## src/rtl/uart_mmio_bridge_pkg.sv

```systemverilog
// Shared constants, state encodings and sizing helper for the UART-to-MMIO debug bridge.
package uart_mmio_bridge_pkg;

  localparam logic [7:0] CMD_WR  = 8'h57;  // 'W'
  localparam logic [7:0] CMD_RD  = 8'h52;  // 'R'
  localparam logic [7:0] RSP_OK  = 8'h4B;  // 'K'
  localparam logic [7:0] RSP_UNK = 8'h3F;  // '?'
  localparam logic [7:0] RSP_TMO = 8'h54;  // 'T'

  typedef enum logic [2:0] {
    ST_IDLE,
    ST_ADDR,
    ST_DATA,
    ST_BUS,
    ST_RESP
  } state_e;

  typedef enum logic [1:0] {
    RX_IDLE,
    RX_START,
    RX_DATA,
    RX_STOP
  } rx_state_e;

  // Bits needed for a counter running 0..n-1.
  function automatic int unsigned cnt_width(input int unsigned n);
    return (n <= 2) ? 1 : $clog2(n);
  endfunction

endpackage

```

## src/rtl/uart_mmio_bridge_rx.sv

```systemverilog
// 8N1 UART receiver: two-flop synchroniser, glitch-filtered start detect, mid-bit sampling.
module uart_mmio_bridge_rx
  import uart_mmio_bridge_pkg::*;
#(
  parameter int unsigned CLKS_PER_BIT = 10
) (
  input  logic       clk,
  input  logic       reset,
  input  logic       rx_i,
  output logic [7:0] byte_o,
  output logic       byte_valid_o,
  output logic       frame_err_o
);

  localparam int unsigned CNT_W = cnt_width(CLKS_PER_BIT);
  localparam int unsigned HALF  = CLKS_PER_BIT / 2;

  rx_state_e        state_q, state_d;
  logic [2:0]       sync_q;
  logic [CNT_W-1:0] cnt_q, cnt_d;
  logic [2:0]       bit_q, bit_d;
  logic [7:0]       shift_q, shift_d;
  logic             valid_q, valid_d;
  logic             err_q, err_d;
  logic             rx_line;
  logic             rx_fall;

  // sync_q[1] is the synchronised line; sync_q[2] its previous value for edge detection.
  assign rx_line = sync_q[1];
  assign rx_fall = sync_q[2] & ~sync_q[1];

  always_ff @(posedge clk) begin
    if (reset) begin
      state_q <= RX_IDLE;
      sync_q  <= 3'b111;
      cnt_q   <= '0;
      bit_q   <= '0;
      shift_q <= '0;
      valid_q <= 1'b0;
      err_q   <= 1'b0;
    end else begin
      state_q <= state_d;
      sync_q  <= {sync_q[1:0], rx_i};
      cnt_q   <= cnt_d;
      bit_q   <= bit_d;
      shift_q <= shift_d;
      valid_q <= valid_d;
      err_q   <= err_d;
    end
  end

  always_comb begin
    state_d = state_q;
    cnt_d   = cnt_q + CNT_W'(1);
    bit_d   = bit_q;
    shift_d = shift_q;
    valid_d = 1'b0;
    err_d   = 1'b0;
    unique case (state_q)
      RX_IDLE: begin
        cnt_d = '0;
        if (rx_fall) state_d = RX_START;
      end
      RX_START: begin
        // A start bit that is high again at its midpoint was a glitch.
        if (cnt_q == CNT_W'(HALF - 1)) begin
          cnt_d   = '0;
          bit_d   = '0;
          state_d = rx_line ? RX_IDLE : RX_DATA;
        end
      end
      RX_DATA: begin
        if (cnt_q == CNT_W'(CLKS_PER_BIT - 1)) begin
          cnt_d   = '0;
          shift_d = {rx_line, shift_q[7:1]};
          bit_d   = bit_q + 3'd1;
          if (bit_q == 3'd7) state_d = RX_STOP;
        end
      end
      RX_STOP: begin
        if (cnt_q == CNT_W'(CLKS_PER_BIT - 1)) begin
          state_d = RX_IDLE;
          valid_d = rx_line;
          err_d   = ~rx_line;
        end
      end
      default: state_d = RX_IDLE;
    endcase
  end

  assign byte_o       = shift_q;
  assign byte_valid_o = valid_q;
  assign frame_err_o  = err_q;

endmodule

```

## src/rtl/uart_mmio_bridge.sv

```systemverilog
// UART-to-MMIO debug bridge: 'W'/'R' command frames become single 32-bit bus transactions.
// Define UART_MMIO_BRIDGE_TIMEOUT_EN to abort stalled bus transactions after TIMEOUT_CYCLES.
module uart_mmio_bridge
  import uart_mmio_bridge_pkg::*;
#(
  parameter int unsigned CLK_FREQ       = 100_000_000,
  parameter int unsigned BAUD           = 115200,
  parameter int unsigned TIMEOUT_CYCLES = 1024
) (
  input  logic        clk,
  input  logic        reset,
  input  logic        uart_rx,
  output logic        uart_tx,
  output logic        mem_valid,
  output logic        mem_instr,
  input  logic        mem_ready,
  output logic [31:0] mem_addr,
  output logic [31:0] mem_wdata,
  output logic [3:0]  mem_wstrb,
  input  logic [31:0] mem_rdata,
  output logic        busy,
  output logic        cmd_err
);

  localparam int unsigned CLKS_PER_BIT = CLK_FREQ / BAUD;
  localparam int unsigned CNT_W        = cnt_width(CLKS_PER_BIT);

  if (CLKS_PER_BIT < 4) begin : g_bad_baud
    $error("uart_mmio_bridge: CLK_FREQ/BAUD must be at least 4");
  end
  if (TIMEOUT_CYCLES < 1) begin : g_bad_timeout
    $error("uart_mmio_bridge: TIMEOUT_CYCLES must be at least 1");
  end

  logic [7:0] rx_byte;
  logic       rx_valid;
  logic       rx_ferr;

  uart_mmio_bridge_rx #(
    .CLKS_PER_BIT(CLKS_PER_BIT)
  ) u_rx (
    .clk         (clk),
    .reset       (reset),
    .rx_i        (uart_rx),
    .byte_o      (rx_byte),
    .byte_valid_o(rx_valid),
    .frame_err_o (rx_ferr)
  );

  state_e           state_q, state_d;
  logic [1:0]       byte_cnt_q, byte_cnt_d;
  logic             is_wr_q, is_wr_d;
  logic [31:0]      addr_q, addr_d;
  logic [31:0]      wdata_q, wdata_d;
  logic [31:0]      resp_q, resp_d;
  logic [1:0]       resp_left_q, resp_left_d;
  logic             mem_valid_q, mem_valid_d;
  logic [3:0]       wstrb_q, wstrb_d;
  logic             cmd_err_q, cmd_err_d;
  logic             busy_q, busy_d;
  logic [9:0]       tx_sh_q, tx_sh_d;
  logic [3:0]       tx_bit_q, tx_bit_d;
  logic [CNT_W-1:0] tx_cnt_q, tx_cnt_d;

  logic             rsp_go;
  logic [7:0]       rsp_byte;
  logic [31:0]      rsp_rest;
  logic [1:0]       rsp_left;

`ifdef UART_MMIO_BRIDGE_TIMEOUT_EN
  localparam int unsigned TMO_W = cnt_width(TIMEOUT_CYCLES);
  logic [TMO_W-1:0] tmo_q, tmo_d;

  always_ff @(posedge clk) begin
    if (reset) tmo_q <= '0;
    else       tmo_q <= tmo_d;
  end
`endif

  always_ff @(posedge clk) begin
    if (reset) begin
      state_q     <= ST_IDLE;
      byte_cnt_q  <= '0;
      is_wr_q     <= 1'b0;
      addr_q      <= '0;
      wdata_q     <= '0;
      resp_q      <= '0;
      resp_left_q <= '0;
      mem_valid_q <= 1'b0;
      wstrb_q     <= '0;
      cmd_err_q   <= 1'b0;
      busy_q      <= 1'b0;
      tx_sh_q     <= '1;
      tx_bit_q    <= '0;
      tx_cnt_q    <= '0;
    end else begin
      state_q     <= state_d;
      byte_cnt_q  <= byte_cnt_d;
      is_wr_q     <= is_wr_d;
      addr_q      <= addr_d;
      wdata_q     <= wdata_d;
      resp_q      <= resp_d;
      resp_left_q <= resp_left_d;
      mem_valid_q <= mem_valid_d;
      wstrb_q     <= wstrb_d;
      cmd_err_q   <= cmd_err_d;
      busy_q      <= busy_d;
      tx_sh_q     <= tx_sh_d;
      tx_bit_q    <= tx_bit_d;
      tx_cnt_q    <= tx_cnt_d;
    end
  end

  always_comb begin
    state_d     = state_q;
    byte_cnt_d  = byte_cnt_q;
    is_wr_d     = is_wr_q;
    addr_d      = addr_q;
    wdata_d     = wdata_q;
    resp_d      = resp_q;
    resp_left_d = resp_left_q;
    mem_valid_d = mem_valid_q;
    wstrb_d     = wstrb_q;
    cmd_err_d   = 1'b0;
    tx_sh_d     = tx_sh_q;
    tx_bit_d    = tx_bit_q;
    tx_cnt_d    = tx_cnt_q;
    rsp_go      = 1'b0;
    rsp_byte    = '0;
    rsp_rest    = '0;
    rsp_left    = '0;
`ifdef UART_MMIO_BRIDGE_TIMEOUT_EN
    tmo_d       = '0;
`endif

    unique case (state_q)
      ST_IDLE: begin
        if (rx_valid) begin
          if (rx_byte == CMD_WR || rx_byte == CMD_RD) begin
            state_d    = ST_ADDR;
            is_wr_d    = (rx_byte == CMD_WR);
            byte_cnt_d = '0;
            wdata_d    = '0;
          end else begin
            cmd_err_d = 1'b1;
            rsp_go    = 1'b1;
            rsp_byte  = RSP_UNK;
          end
        end else if (rx_ferr) begin
          cmd_err_d = 1'b1;
        end
      end

      ST_ADDR, ST_DATA: begin
        if (rx_ferr) begin
          cmd_err_d = 1'b1;
          state_d   = ST_IDLE;
        end else if (rx_valid) begin
          // Operands arrive LSB first: shift each byte in from the top.
          if (state_q == ST_ADDR) addr_d  = {rx_byte, addr_q[31:8]};
          else                    wdata_d = {rx_byte, wdata_q[31:8]};
          byte_cnt_d = byte_cnt_q + 2'd1;
          if (byte_cnt_q == 2'd3) begin
            if (state_q == ST_ADDR && is_wr_q) begin
              state_d = ST_DATA;
            end else begin
              state_d     = ST_BUS;
              mem_valid_d = 1'b1;
              wstrb_d     = is_wr_q ? 4'hF : 4'h0;
            end
          end
        end
      end

      ST_BUS: begin
        if (mem_ready && mem_valid_q) begin
          mem_valid_d = 1'b0;
          wstrb_d     = '0;
          wdata_d     = '0;
          rsp_go      = 1'b1;
          if (is_wr_q) begin
            rsp_byte = RSP_OK;
          end else begin
            rsp_byte = mem_rdata[7:0];
            rsp_rest = {8'h00, mem_rdata[31:8]};
            rsp_left = 2'd3;
          end
        end
`ifdef UART_MMIO_BRIDGE_TIMEOUT_EN
        else if (tmo_q == TMO_W'(TIMEOUT_CYCLES - 1)) begin
          mem_valid_d = 1'b0;
          wstrb_d     = '0;
          wdata_d     = '0;
          cmd_err_d   = 1'b1;
          rsp_go      = 1'b1;
          rsp_byte    = RSP_TMO;
        end else begin
          tmo_d = tmo_q + TMO_W'(1);
        end
`endif
      end

      ST_RESP: begin
        tx_cnt_d = tx_cnt_q + CNT_W'(1);
        if (tx_cnt_q == CNT_W'(CLKS_PER_BIT - 1)) begin
          tx_cnt_d = '0;
          tx_sh_d  = {1'b1, tx_sh_q[9:1]};
          tx_bit_d = tx_bit_q + 4'd1;
          // End of stop bit: chain the next byte with no idle gap.
          if (tx_bit_q == 4'd9) begin
            if (resp_left_q != 2'd0) begin
              tx_sh_d     = {1'b1, resp_q[7:0], 1'b0};
              resp_d      = {8'h00, resp_q[31:8]};
              resp_left_d = resp_left_q - 2'd1;
              tx_bit_d    = '0;
            end else begin
              state_d = ST_IDLE;
            end
          end
        end
      end

      default: state_d = ST_IDLE;
    endcase

    if (rsp_go) begin
      state_d     = ST_RESP;
      tx_sh_d     = {1'b1, rsp_byte, 1'b0};
      tx_bit_d    = '0;
      tx_cnt_d    = '0;
      resp_d      = rsp_rest;
      resp_left_d = rsp_left;
    end

    busy_d = (state_d != ST_IDLE);
  end

  assign uart_tx   = tx_sh_q[0];
  assign mem_valid = mem_valid_q;
  assign mem_instr = 1'b0;
  assign mem_addr  = addr_q;
  assign mem_wdata = wdata_q;
  assign mem_wstrb = wstrb_q;
  assign busy      = busy_q;
  assign cmd_err   = cmd_err_q;

endmodule

```

## config.mk

```make
export PLATFORM = sky130hd
export DESIGN_NAME = uart_mmio_bridge
export DESIGN_NICKNAME = d
export VERILOG_FILES = /design/src/rtl/uart_mmio_bridge_pkg.sv /design/src/rtl/uart_mmio_bridge_rx.sv /design/src/rtl/uart_mmio_bridge.sv
export SDC_FILE = /design/constraint.sdc
export NUM_CORES = 1
export LEC_CHECK = 0
export CAP_MARGIN = 25
export CORE_UTILIZATION = 53
export CTS_CLUSTER_SIZE = 30
export DETAILED_ROUTE_END_ITERATION = 7
export HOLD_SLACK_MARGIN = 0.03
export PLACE_DENSITY = 0.9
export SLEW_MARGIN = 40
export SYNTH_ARGS = -nofsm -noshare
export SYNTH_HDL_FRONTEND = slang
export SYNTH_SLANG_ARGS = --single-unit
```

## constraint.sdc

```tcl
create_clock -name clk -period 2.8 [get_ports clk]
set_clock_uncertainty 0.15 [all_clocks]
set_input_delay 0.28 -clock clk [delete_from_list [all_inputs] [get_ports clk]]
set_output_delay 0.28 -clock clk [all_outputs]
set_load 0.01 [all_outputs]
```

# Yosys cells after proc, flatten, opt, wreduce, memory -nomap -nowiden
# Index checks and enable logic that the tools add are counted.
# classes
reduce_logical	29
n_eq_ne	28
n_bitwise	5
n_mux	85
add_sub_neg	6
# ops
operator	count
2-to-1 mux 32 bit	11
one-hot mux 32 bit (3 select lines)	1
2-to-1 mux 24 bit	3
2-to-1 mux 9 bit	5
2-to-1 mux 2 bit	18
2-to-1 mux 3 bit	11
2-to-1 mux 4 bit	8
2-to-1 mux 10 bit	3
one-hot mux 10 bit (3 select lines)	1
adder 10 x 1 -> 10 bit, second input constant	2
equality test 10 bit, second input constant	2
equality test 8 x 7 -> 1 bit, second input constant	2
2-to-1 mux 8 bit	2
one-hot mux 8 bit (2 select lines)	1
nonzero test 2 bit	8
!= test 2 x 1 -> 1 bit, second input constant	7
2-to-1 mux 6 bit	2
!= test 2 bit, second input constant	6
one-hot mux 3 bit (4 select lines)	1
2-to-1 mux 1 bit	11
equality test 10 x 9 -> 1 bit, second input constant	1
AND reduction 5 bit	2
one-hot mux 2 bit (4 select lines)	1
one-hot mux 4 bit (2 select lines)	1
27 further kinds	43
# totals
in_bits	36
reg_bits	163

# Depth between registers and ports, before layout
# Gate-level depths: netlist of run 1.
# depth
word_depth	9
ltp_mapped	8
ltp_nobuf	7

# Hierarchy
# Synthesis of run 1 repeated with hierarchy kept, for this count alone.
# unflattened
cells_unflattened	751
area_unflattened_um2	6312.3
# modules_own_cells
module	seq_area_each_um2	n_inst	area_per_inst_um2	cells_each
uart_mmio_bridge	2462.4	1	5122.4	630
uart_mmio_bridge_rx	560.5	1	1189.9	121

# Worst setup path after synthesis of run 1
# OpenSTA, ideal clock, no wires.
# synth_timing
path_type	register to register
from	reg tx_cnt_q[0]
to	reg resp_q[10]
synth_period_minus_slack_ns	2.462
setup_ns	0.134
slack_ns	0.338
path_stages_with_launch	8
arrival_time_ns	2.178
path_cell_list	dfxtp_1 -> ha_1 -> or4bb_1 -> nor3_2 -> nand2_1 -> clkbuf_1 -> o21ai_0 -> a211oi_1
# synth_between
elab_chain_len	3
# synth_lines
item	line	source
start, declared	uart_mmio_bridge.sv:63	logic [CNT_W-1:0] tx_cnt_q, tx_cnt_d;
start signal, assigned	uart_mmio_bridge.sv:110	tx_cnt_q <= tx_cnt_d;
equality test 10 bit	uart_mmio_bridge.sv:205	if (tx_cnt_q == CNT_W'(CLKS_PER_BIT - 1)) begin
nonzero test 2 bit (no source line)	--	
AND reduction 4 bit (no source line)	--	
end signal, assigned	uart_mmio_bridge.sv:102	resp_q <= resp_d;
end, declared	uart_mmio_bridge.sv:55	logic [31:0] resp_q, resp_d;
# No other way between the ends.
# A chain may end at the register's enable or synchronous reset.

# Worst setup path after layout of run 1
# layout_timing
from	reg tx_cnt_q[0]
to	reg resp_q[3]
# The elaborated chain is that of the path after synthesis.

==> metrics.md, run 1 <==
| Metric | Value |
|---|---|
| Status | completed |
| CTS Buf Count | 17 |
| Via count | 5992 |
| Die footprint | 0.01276 sq mm |
| CP delay by family, top | simple AND/OR/NAND/NOR gates |
| Layout Nets | 951 |
| Total chip power | 4634 uW |
| Pre-CTS WS | 0.2481 ns |
| Drt total wl | 15.48 mm |
| Slowest CP cell | or4bb_1 |
| Peak supply drop | 592.5 uV |
| Horiz. Die Dim | 113.0 microns |
| Worst min path class | in2reg |
| First-pass GRT wire length | 25.56 mm |
| Drt pass-1 iters | 5 |
| Final setup TNS | 0 ns |
| CP cell instances | ha_1 -> or4bb_1 -> nor3_2 -> nand2_2 -> o21ai_0 -> a221oi_1 |
| Cell Rows | 40 |
| Setup crit end kind | flip-flop |
| Vias in the first global route | 5645 |
| Number of synthesized flops with an enable pin | 0 |
| Io pins | 109 |
| Via density | 5.642 |
| # resized after CTS | 0 |
| Commonest non-fill, non-tap cell in the layout | dfxtp_1 |
| Slew headroom | 57.95% |
| Hold depth | 2 |
| Max incr delay on CP | 0.64 ns |
| GRT Total Usage | 24.55% |
| Routability Congestion | 0.9022 |
| Fin crit period | 2.615 ns |
| Clk root buf | clkbuf_16 |
| CTS sink count | 151 |
| Pin count of the biggest net entering global routing | 65 |
| Layout cells sized above 1 | 9.617% |
| Drt initial violations | 484 |
| CP Launch Type | flip-flop |
| Placeable core area | 0.01201 sq mm |
| Initial Util | 54.32% |
| R2R depth | 6 |
| Syn_nets | 862 |
| Most frequent cells in the layout | dfxtp_1, nand2_1, clkdlybuf4s50_1 |
| Number of max-cap violations | 0 |
| Mean Syn Cell Area | 8.026 sq um |
| CTS H-Tree Depth | 4 |
| Chip height | 113.0 microns |
| Inst Count DP | 1030 |
| Final Hold Slack | 0.1951 ns |
| Per-cell routed wire length | 14.58 microns |
| Final setup violating endpoints | 0 |
| Netlist cell types | 60 |
| PortBufs | 107 |
| Min setup slack post-route | 0.1847 ns |
| Post-synthesis sequential area ratio | 46.33% |
| CP Data Required Time | 2.91 ns |
| Worst path depth | 6 |
| Clock Tree Buf Depth | 2 |
| Flops & latches, synth | 151 |
| Unrepaired setup endpoints after global routing | false |
| Hold buffer count at cts | 0 |
| GRT overflow | 0 |
| HPWL Detailed | 9.757 mm |
| CTS tree | yes |
| Yosys warns | 0 |
| P_leak | 0.002787 uW |
| Finished Layout Cells | 1062 |
| Synth Flop Type | dfxtp_1 |
| CP bufs+invs | 0 |
| Post-CTS Setup Inserts | 0 |
| Skew-Pair Late Insertion Delay | 0.41 ns |
| Power Density | 555.5 mW/mm^2 |
| N_diodes | 0 |
| Maximum clock frequency | 382.4 MHz |
| Class of the most critical setup path | reg2reg |
| Hold Fails Final Rpt | 0 |
| Antenna Nets Post-Route | 0 |
| Worst-path clk slew | 0.06 ns |
| Pin slew with the least headroom to its limit | 0.6308 ns |
| Synth-to-layout area growth | 27.84% |
| Fin crit share | 93.40% |
| Antenna violations before repair | 0 |
| # DRC | 0 |
| Cells after Synth | 813 |
| Mapped Area | 0.006525 sq mm |
| Critical path fanouts, max | 16 |
| Critical Path AT | 2.73 ns |
| Share of flip-flops with an asynchronous set or reset | 0% |
| Final Max Slew Viols | 0 |
layout make-up:
cell class	instances	area (sq um)
fill	908	3670
multi-input combinational	581	3198
sequential	151	3023
timing repair buffer	129	1246
clock buffer	22	464.2
tap	147	183.9
clock inverter	10	143.9
inverter	22	82.58
power breakdown:
group | leakage, uW | internal (uW) | total (uW) | switching, uW
clock network | 0.000287 | 1450 | 2330 | 880
logic | 0.00128 | 64.2 | 138 | 73.7
registers | 0.00122 | 2150 | 2160 | 6.24
state kept, by name, indices dropped and copies added, names as in the netlist, 2 cells and up, named ones only:
register,count
byte_cnt_q,2
mem_addr,32
mem_wdata,32
resp_left_q,2
resp_q,24
state_q,3
tx_bit_q,4
tx_cnt_q,10
tx_sh_q,9
u_rx.bit_q,3
u_rx.byte_o,8
u_rx.cnt_q,10
u_rx.sync_q,3
worst register-to-register path: stages, from the launching register on:
cell      delay, ns
dfxtp_1        0.34
ha_1           0.26
or4bb_1        0.64
nor3_2         0.40
nand2_2        0.24
o21ai_0        0.30
a221oi_1       0.14
cells in the mapped netlist (4+ instances only):
| library cell | number | area [sq um] |
|---|---|---|
| a21oi_1 | 81 | 405.4 |
| inv_1 | 22 | 82.58 |
| nand3_1 | 53 | 265.3 |
| nand2b_1 | 4 | 25.02 |
| or2_2 | 21 | 131.4 |
| or3_1 | 5 | 31.28 |
| buf_2 | 4 | 20.02 |
| o21ai_0 | 48 | 240.2 |
| a22oi_1 | 8 | 60.06 |
| clkbuf_1 | 48 | 180.2 |
| nor3_1 | 23 | 115.1 |
| and3_1 | 7 | 43.79 |
| xor2_1 | 12 | 105.1 |
| a221oi_1 | 5 | 43.79 |
| buf_4 | 4 | 30.03 |
| nand2_1 | 150 | 563.0 |
| dfxtp_1 | 151 | 3023 |
| a211oi_1 | 15 | 112.6 |
| a31oi_1 | 6 | 37.54 |
| ha_1 | 13 | 162.7 |
| nor3b_1 | 4 | 30.03 |
| nor4_1 | 7 | 43.79 |
| xnor2_1 | 9 | 78.83 |
| nand4_1 | 10 | 62.56 |
| nor2_1 | 51 | 191.4 |
path summary, 6_finish.rpt:
kind	start	endpoint	slack (ns)
worst max-delay path	tx_cnt_q[0]	resp_q[3]	0.18
worst min-delay path	reset	resp_q[18]	0.20
worst max register to register	tx_cnt_q[0]	resp_q[3]	0.18
worst min register to register	u_rx.sync_q[0]	u_rx.sync_q[1]	0.27
metal layers:
layer	up-vias	wire, microns	GRT usage (%)
met2	175	7802	42.14
li1	2976	-	-
met3	31	681	5.624
met4	0	344	10.61
met1	2810	6656	29.57
met5	-	0	0
per-stage QoR:
step	utilization [%]	instance area (sq um)
final	69.45	8342
after global routing	69.45	8342
after CTS	69.39	8334
after detailed placement	64.32	7726
after global placement	64.32	7726
after floorplan	-	6525
cells by family after synthesis:
kind of cell    after synthesis  share of synthesized area (%)
simple gates                363                          26.94
compound gates              183                          16.40
flops                       151                          46.33
buf+inv                      81                          4.966
xor+xnor                     21                          2.819
fa+ha+maj                    13                          2.493
other cells                   1                        0.05747
Power figures use the tool's default switching activity.
==> run 2, diff against run 1 <==
--- a/config.mk
+++ b/config.mk
@@ -5,6 +5,7 @@
 export SDC_FILE = /design/constraint.sdc
 export NUM_CORES = 1
 export LEC_CHECK = 0
+export ABC_CLOCK_PERIOD_IN_PS = 2450
 export CAP_MARGIN = 25
 export CORE_UTILIZATION = 53
 export CTS_CLUSTER_SIZE = 30
==> constraint.sdc (replaced) <==
create_clock -name clk -period 2.45 [get_ports clk]
set_clock_uncertainty 0.15 [all_clocks]
set_input_delay 0.245 -clock clk [delete_from_list [all_inputs] [get_ports clk]]
set_output_delay 0.245 -clock clk [all_outputs]
set_load 0.01 [all_outputs]
==> run 2 against run 1 <==
Effect of this change:
- utilization rose by 1.7 points
- final cell count rose by 1.3%
- largest power group unchanged
- clock-buffer cell count fell by 3
- highest routed layer unchanged
- register-to-register slack got worse by 0.13 ns
- via count rose by 2.2%
- first-iteration DRC count rose by 24%
- sequential share of layout area fell by 0.85 points
- critical path depth fell by 1
- design area rose by 2.4%
- setup slack got worse by 0.13 ns
==> metrics.md, run 2 (same netlist as run 1, synthesis figures left out) <==
| Metric | Value |
|---|---|
| Hold Fails Final Rpt | 0 (unchanged) |
| Net Sw Frac | 19.69% (was 20.73%) |
| Maximum clock frequency | 418.0 MHz (was 382.4 MHz) |
| GRT Total Usage | 25.83% (was 24.55%) |
| P_leak | 0.002903 uW (was 0.002787 uW) |
| GRT overflow | 0 (unchanged) |
| Pre-CTS WS | -0.07142 ns (was 0.2481 ns) |
| Critical path fanouts, max | 3 (was 16) |
| Drt pass-1 iters | 5 (unchanged) |
| Worst min path class | in2reg (unchanged) |
| Clk root buf | clkbuf_16 (unchanged) |
| Part of the power in registers | 44.3% (was 46.6%) |
| Post-CTS Setup Inserts | 0 (unchanged) |
| P_int | 4478 uW (was 3673 uW) |
| Layout cells sized above 1 | 11.42% (was 9.617%) |
| CP Data Required Time | 2.61 ns (was 2.91 ns) |
| Antenna violations before repair | 1 (was 0) |
| Peak supply drop | 488.4 uV (was 592.5 uV) |
| Critical Path AT | 2.55 ns (was 2.73 ns) |
| Final instance area | 0.008542 sq mm (was 0.008342 sq mm) |
| First-pass GRT wire length | 26.48 mm (was 25.56 mm) |
| CTS Buf Count | 17 (unchanged) |
| Layout Nets | 965 (was 951) |
| Chip height | 113.0 microns (unchanged) |
| Vias in the first global route | 5726 (was 5645) |
| Via density | 5.692 (was 5.642) |
| Slew headroom | 62.41% (was 57.95%) |
| Placed cell area | 0.007844 sq mm (was 0.007726 sq mm) |
| CTS H-Tree Depth | 4 (unchanged) |
| Horiz. Die Dim | 113.0 microns (unchanged) |
| Pin slew with the least headroom to its limit | 0.5563 ns (was 0.6308 ns) |
| Clock Tree Buf Depth | 2 (unchanged) |
| Initial Util | 54.32% (unchanged) |
| Fin crit period | 2.392 ns (was 2.615 ns) |
| Pin count of the biggest net entering global routing | 64 (was 65) |
| Most frequent cells in the layout | dfxtp_1, nand2_1, clkdlybuf4s50_1 (unchanged) |
| Min setup slack post-route | 0.05763 ns (was 0.1847 ns) |
| Net Sw Power | 1098 uW (was 960.4 uW) |
| Via count | 6125 (was 5992) |
| Die footprint | 0.01276 sq mm (unchanged) |
| # DRC | 0 (unchanged) |
| Setup crit end kind | flip-flop (unchanged) |
| Logic pwr share | 3.1% (was 3.0%) |
| PortBufs | 107 (unchanged) |
| HPWL Detailed | 10.17 mm (was 9.757 mm) |
| Io pins | 109 (unchanged) |
| Routability Congestion | 0.8470 (was 0.9022) |
| Drt initial violations | 600 (was 484) |
| Final Util | 71.11% (was 69.45%) |
| Class of the most critical setup path | reg2reg (unchanged) |
| Per-cell routed wire length | 14.75 microns (was 14.58 microns) |
| CTS sink count | 151 (unchanged) |
| Number of max-cap violations | 0 (unchanged) |
| Unrepaired setup endpoints after global routing | true (was false) |
| Inst Count DP | 1044 (was 1030) |
| Final Max Slew Viols | 0 (unchanged) |
| Power Density | 652.8 mW/mm^2 (was 555.5 mW/mm^2) |
| Cell Rows | 40 (unchanged) |
| Final Hold Slack | 0.09952 ns (was 0.1951 ns) |
| Fin crit share | 97.65% (was 93.40%) |
| Clk pwr share | 52.6% (was 50.4%) |
| Synth-to-layout area growth | 30.91% (was 27.84%) |
| Commonest non-fill, non-tap cell in the layout | dfxtp_1 (unchanged) |
| Finished Layout Cells | 1076 (was 1062) |
| Final setup violating endpoints | 0 (unchanged) |
| Worst-path clk slew | 0.06 ns (about the same) |
| Placeable core area | 0.01201 sq mm (unchanged) |
| Skew-Pair Late Insertion Delay | 0.42 ns (was 0.41 ns) |
| Antenna Nets Post-Route | 0 (unchanged) |
| CTS tree | yes (unchanged) |
| FF-to-FF setup slack | 0.06 ns (was 0.18 ns) |
| Drt total wl | 15.87 mm (was 15.48 mm) |
| CP Launch Type | flip-flop (unchanged) |
| Status | completed (unchanged) |
## run 2: what timing repair did
item / CTS / global route
pin swaps: 0 / 1
hold endpoints to repair: 0 / 0
setup endpoints to repair: 24 / 41
resized for setup: 3 / 4
hold buffers: 0 / 0
## run 2: per-stage QoR
step,setup TNS (ns),power (uW)
after floorplan,-0.1192,2604
after global routing,-0.004481,5729
final,0,5577
after CTS,0,5607
after detailed placement,-0.1650,2693
after global placement,0,2689
## run 2: layout make-up
cell class,instances,area (sq um)
fillers,864,3470
inverters,22,82.58
clock inverters,12,224.0
diodes,1,2.502
flip-flops and latches,151,3023
repair buffers,143,1364
clock buffers,19,442.9
well taps,147,183.9
multi-input cells,581,3219
## run 2: routing by layer
metal / GRT usage (%) / vias to the layer above / routed length [microns]
li1: - / 3013 / -
met1: 30.86 / 2881 / 6854
met2: 43.42 / 192 / 7855
met3: 7.284 / 39 / 766
met4: 11.58 / 0 / 391
met5: 0 / - / 0
## run 2: worst max-delay path: stages, from the launching register on
cell and delay (ns):
dfxtp_1 0.35, or3b_4 0.39, or4_4 0.49, a22o_2 0.22, or4_1 0.48, and3_1 0.20
## run 2: path summary, 6_finish.rpt
check	from	cells after the start	endpoint
max	u_rx.cnt_q[8]	5	u_rx.state_q[0]
min	reset	2	u_rx.bit_q[0]
min reg2reg	u_rx.sync_q[0]	1	u_rx.sync_q[1]
max reg2reg	u_rx.cnt_q[8]	5	u_rx.state_q[0]
## run 2: power by group through the flow
| stage | registers (uW) | logic, uW | clock network (uW) |
|---|---|---|---|
| floorplan | 2520 | 82.2 | 0 |
| global placement | 2520 | 166 | 0 |
| detailed placement | 2520 | 169 | 0 |
| CTS | 2470 | 171 | 2970 |
| global route | 2470 | 187 | 3070 |
| finish | 2470 | 173 | 2930 |
==> run 3, diff against run 2 <==
--- a/config.mk
+++ b/config.mk
@@ -7,11 +7,12 @@
 export LEC_CHECK = 0
 export ABC_CLOCK_PERIOD_IN_PS = 2450
 export CAP_MARGIN = 25
-export CORE_UTILIZATION = 53
+export CORE_UTILIZATION = 30
 export CTS_CLUSTER_SIZE = 30
 export DETAILED_ROUTE_END_ITERATION = 7
+export DONT_BUFFER_PORTS = 1
 export HOLD_SLACK_MARGIN = 0.03
-export PLACE_DENSITY = 0.9
+export PLACE_DENSITY = 0.54
 export SLEW_MARGIN = 40
 export SYNTH_ARGS = -nofsm -noshare
 export SYNTH_HDL_FRONTEND = slang
==> run 3 against run 2 <==
Effect of this change:
- final cell count increased by 5.2%
- flip-flop and latch count unchanged
- setup slack improved by 0.024 ns
- sequential share of layout area increased by 2.9 points
- worst hold slack got worse by 0.052 ns
- via count decreased by 10%
- design area decreased by 7.5%
- largest cell class unchanged
==> metrics.md, run 3 (same netlist as run 1, synthesis figures left out) <==
| Metric | Value |
|---|---|
| Drt pass-1 iters | 5 (unchanged) |
| Final Max Slew Viols | 0 (unchanged) |
| Final setup violating endpoints | 0 (unchanged) |
| Vias in the first global route | 5130 (was 5726) |
| Clock Tree Buf Depth | 2 (unchanged) |
| Setup crit end kind | flip-flop (unchanged) |
| Critical Path AT | 2.53 ns (was 2.55 ns) |
| Met3 wire length | 659 microns (was 766 microns) |
| N_diodes | 0 (was 1) |
| Highest Signal Layer | met4 (unchanged) |
| Io pins | 109 (unchanged) |
| Class of the most critical setup path | reg2reg (unchanged) |
| Chip height | 149.5 microns (was 113.0 microns) |
| Hold Fails Final Rpt | 0 (unchanged) |
| Layout Nets | 893 (was 965) |
| Post-CTS Setup Inserts | 0 (unchanged) |
| Synth-to-layout area growth | 21.13% (was 30.91%) |
| Unrepaired setup endpoints after global routing | false (was true) |
| CTS sink count | 151 (unchanged) |
| CTS H-Tree Depth | 4 (unchanged) |
| Drt initial violations | 338 (was 600) |
| CTS tree | yes (unchanged) |
| P_leak | 0.002631 uW (was 0.002903 uW) |
| Horiz. Die Dim | 149.5 microns (was 113.0 microns) |
| CTS Buf Count | 17 (unchanged) |
| Antenna Nets Post-Route | 0 (unchanged) |
| Slowest CP cell | or4_4 (unchanged) |
| Cell Rows | 53 (was 40) |
| Worst min path class | in2reg (unchanged) |
| Fin crit period | 2.369 ns (was 2.392 ns) |
| Antenna violations before repair | 0 (was 1) |
| Power Density | 652.2 mW/mm^2 (was 652.8 mW/mm^2) |
| Placed cell area | 0.006984 sq mm (was 0.007844 sq mm) |
| Max incr delay on CP | 0.48 ns (was 0.49 ns) |
| Via density | 4.866 (was 5.692) |
| Per-cell routed wire length | 14.15 microns (was 14.75 microns) |
| Pin count of the biggest net entering global routing | 107 (was 64) |
| Layout cells sized above 1 | 13.19% (was 11.42%) |
| HPWL Detailed | 10.39 mm (was 10.17 mm) |
| CP delay by family, top | simple AND/OR/NAND/NOR gates (unchanged) |
| CP Data Required Time | 2.61 ns (about the same) |
| Number of max-cap violations | 0 (unchanged) |
| Die footprint | 0.02234 sq mm (was 0.01276 sq mm) |
| First-pass GRT wire length | 26.16 mm (was 26.48 mm) |
| Drt total wl | 16.01 mm (was 15.87 mm) |
| Fill count | 2160 (was 864) |
| CP bufs+invs | 0 (unchanged) |
| Worst-path clk slew | 0.07 ns (was 0.06 ns) |
| FF-to-FF setup slack | 0.08 ns (was 0.06 ns) |
| Status | completed (unchanged) |
| Placeable core area | 0.02115 sq mm (was 0.01201 sq mm) |
| Via count | 5508 (was 6125) |
| Critical path fanouts, max | 5 (was 3) |
| GRT Total Usage | 14.59% (was 25.83%) |
| Final instance area | 0.007904 sq mm (was 0.008542 sq mm) |
| Maximum clock frequency | 422.2 MHz (was 418.0 MHz) |
| CP Launch Type | flip-flop (unchanged) |
| GRT overflow | 0 (unchanged) |
| Most frequent cells in the layout | nand2_1, dfxtp_1, a21oi_1 (was dfxtp_1, nand2_1, clkdlybuf4s50_1) |
| Met2 Routed Length | 7.562 mm (was 7.855 mm) |
| # DRC | 0 (unchanged) |
| Clk root buf | clkbuf_16 (unchanged) |
| Final setup TNS | 0 ns (unchanged) |
| Routability Congestion | 0.7555 (was 0.8470) |
| CP cell instances | or3b_4 -> or4_4 -> a22o_2 -> or4_1 -> and3_1 (unchanged) |
| Fin crit share | 96.68% (was 97.65%) |
| Wl on met1 | 7.632 mm (was 6.854 mm) |
| Skew-Pair Late Insertion Delay | 0.42 ns (about the same) |
| Pin slew with the least headroom to its limit | 0.5123 ns (was 0.5563 ns) |
| Initial Util | 30.85% (was 54.32%) |
| Peak supply drop | 356.1 uV (was 488.4 uV) |
| PortBufs | 0 (was 107) |
| Slew headroom | 65.80% (was 62.41%) |
-- run 3: cell count changes in the layout (fill, tap and decap cells not counted), moves of 2 or more --
cell             change
clkdlybuf4s50_1    -106
dlygate4sd3_1       +30
bufinv_16            -5
inv_6                +4
clkinvlp_4           +3
buf_4                +2
-- run 3: final timing paths --
| check | from | endpoint | depth (start not counted) |
|---|---|---|---|
| worst max register to register | u_rx.cnt_q[8] | u_rx.state_q[0] | 5 |
| worst max-delay path | u_rx.cnt_q[8] | u_rx.state_q[0] | 5 |
| worst min register to register | u_rx.sync_q[0] | u_rx.sync_q[1] | 1 |
| worst min-delay path | reset | tx_sh_q[6] | 3 |
-- run 3: worst reg2reg max path: stages, from the launching register on --
cell and delay (ns):
dfxtp_2 0.34, or3b_4 0.38, or4_4 0.48, a22o_2 0.26, or4_1 0.46, and3_1 0.19
-- run 3: layout make-up --
cell class	count	area [sq um]	share of cell area (%)
multi-input combinational	581	3219	40.73
sequential	151	3024	38.26
timing repair buffer	71	665.6	8.422
clock buffer	17	425.4	5.382
tap	275	344.1	4.353
clock inverter	15	142.6	1.805
inverter	22	82.58	1.045
-- run 3: what timing repair did --
action,CTS,global route
endpoints found under the hold margin,112,0
resized for setup,0,6
endpoints found under the setup margin,0,30
hold buffers,31,0
-- run 3: layer usage --
| layer | GRT usage [%] | vias up |
|---|---|---|
| li1 | - | 2880 |
| met1 | 19.28 | 2537 |
| met2 | 23.10 | 83 |
| met3 | 3.933 | 8 |
| met4 | 4.286 | 0 |
| met5 | 0 | - |
-- run 3: stage by stage --
stage                     setup WS (ns)  hold slack (ns)  std cells  power [uW]  utilization, %
after floorplan                -0.01196           0.1988        813        2604               -
after global placement          0.08457           0.1754       1069        2605           33.02
after detailed placement        0.04649           0.1773       1069        2607           33.02
after CTS                       0.03406          0.03328       1132        5245           37.25
after global routing            0.01943          0.04538       1132        5367           37.36
final                           0.08144          0.04774       1132        5155           37.36
-- run 3: power breakdown --
| group | internal, uW | switching (uW) |
|---|---|---|
| Clock | 1420 | 1110 |
| Combinational | 67.4 | 86.9 |
| Sequential | 2460 | 7.42 |
| Total | 3950 | 1210 |
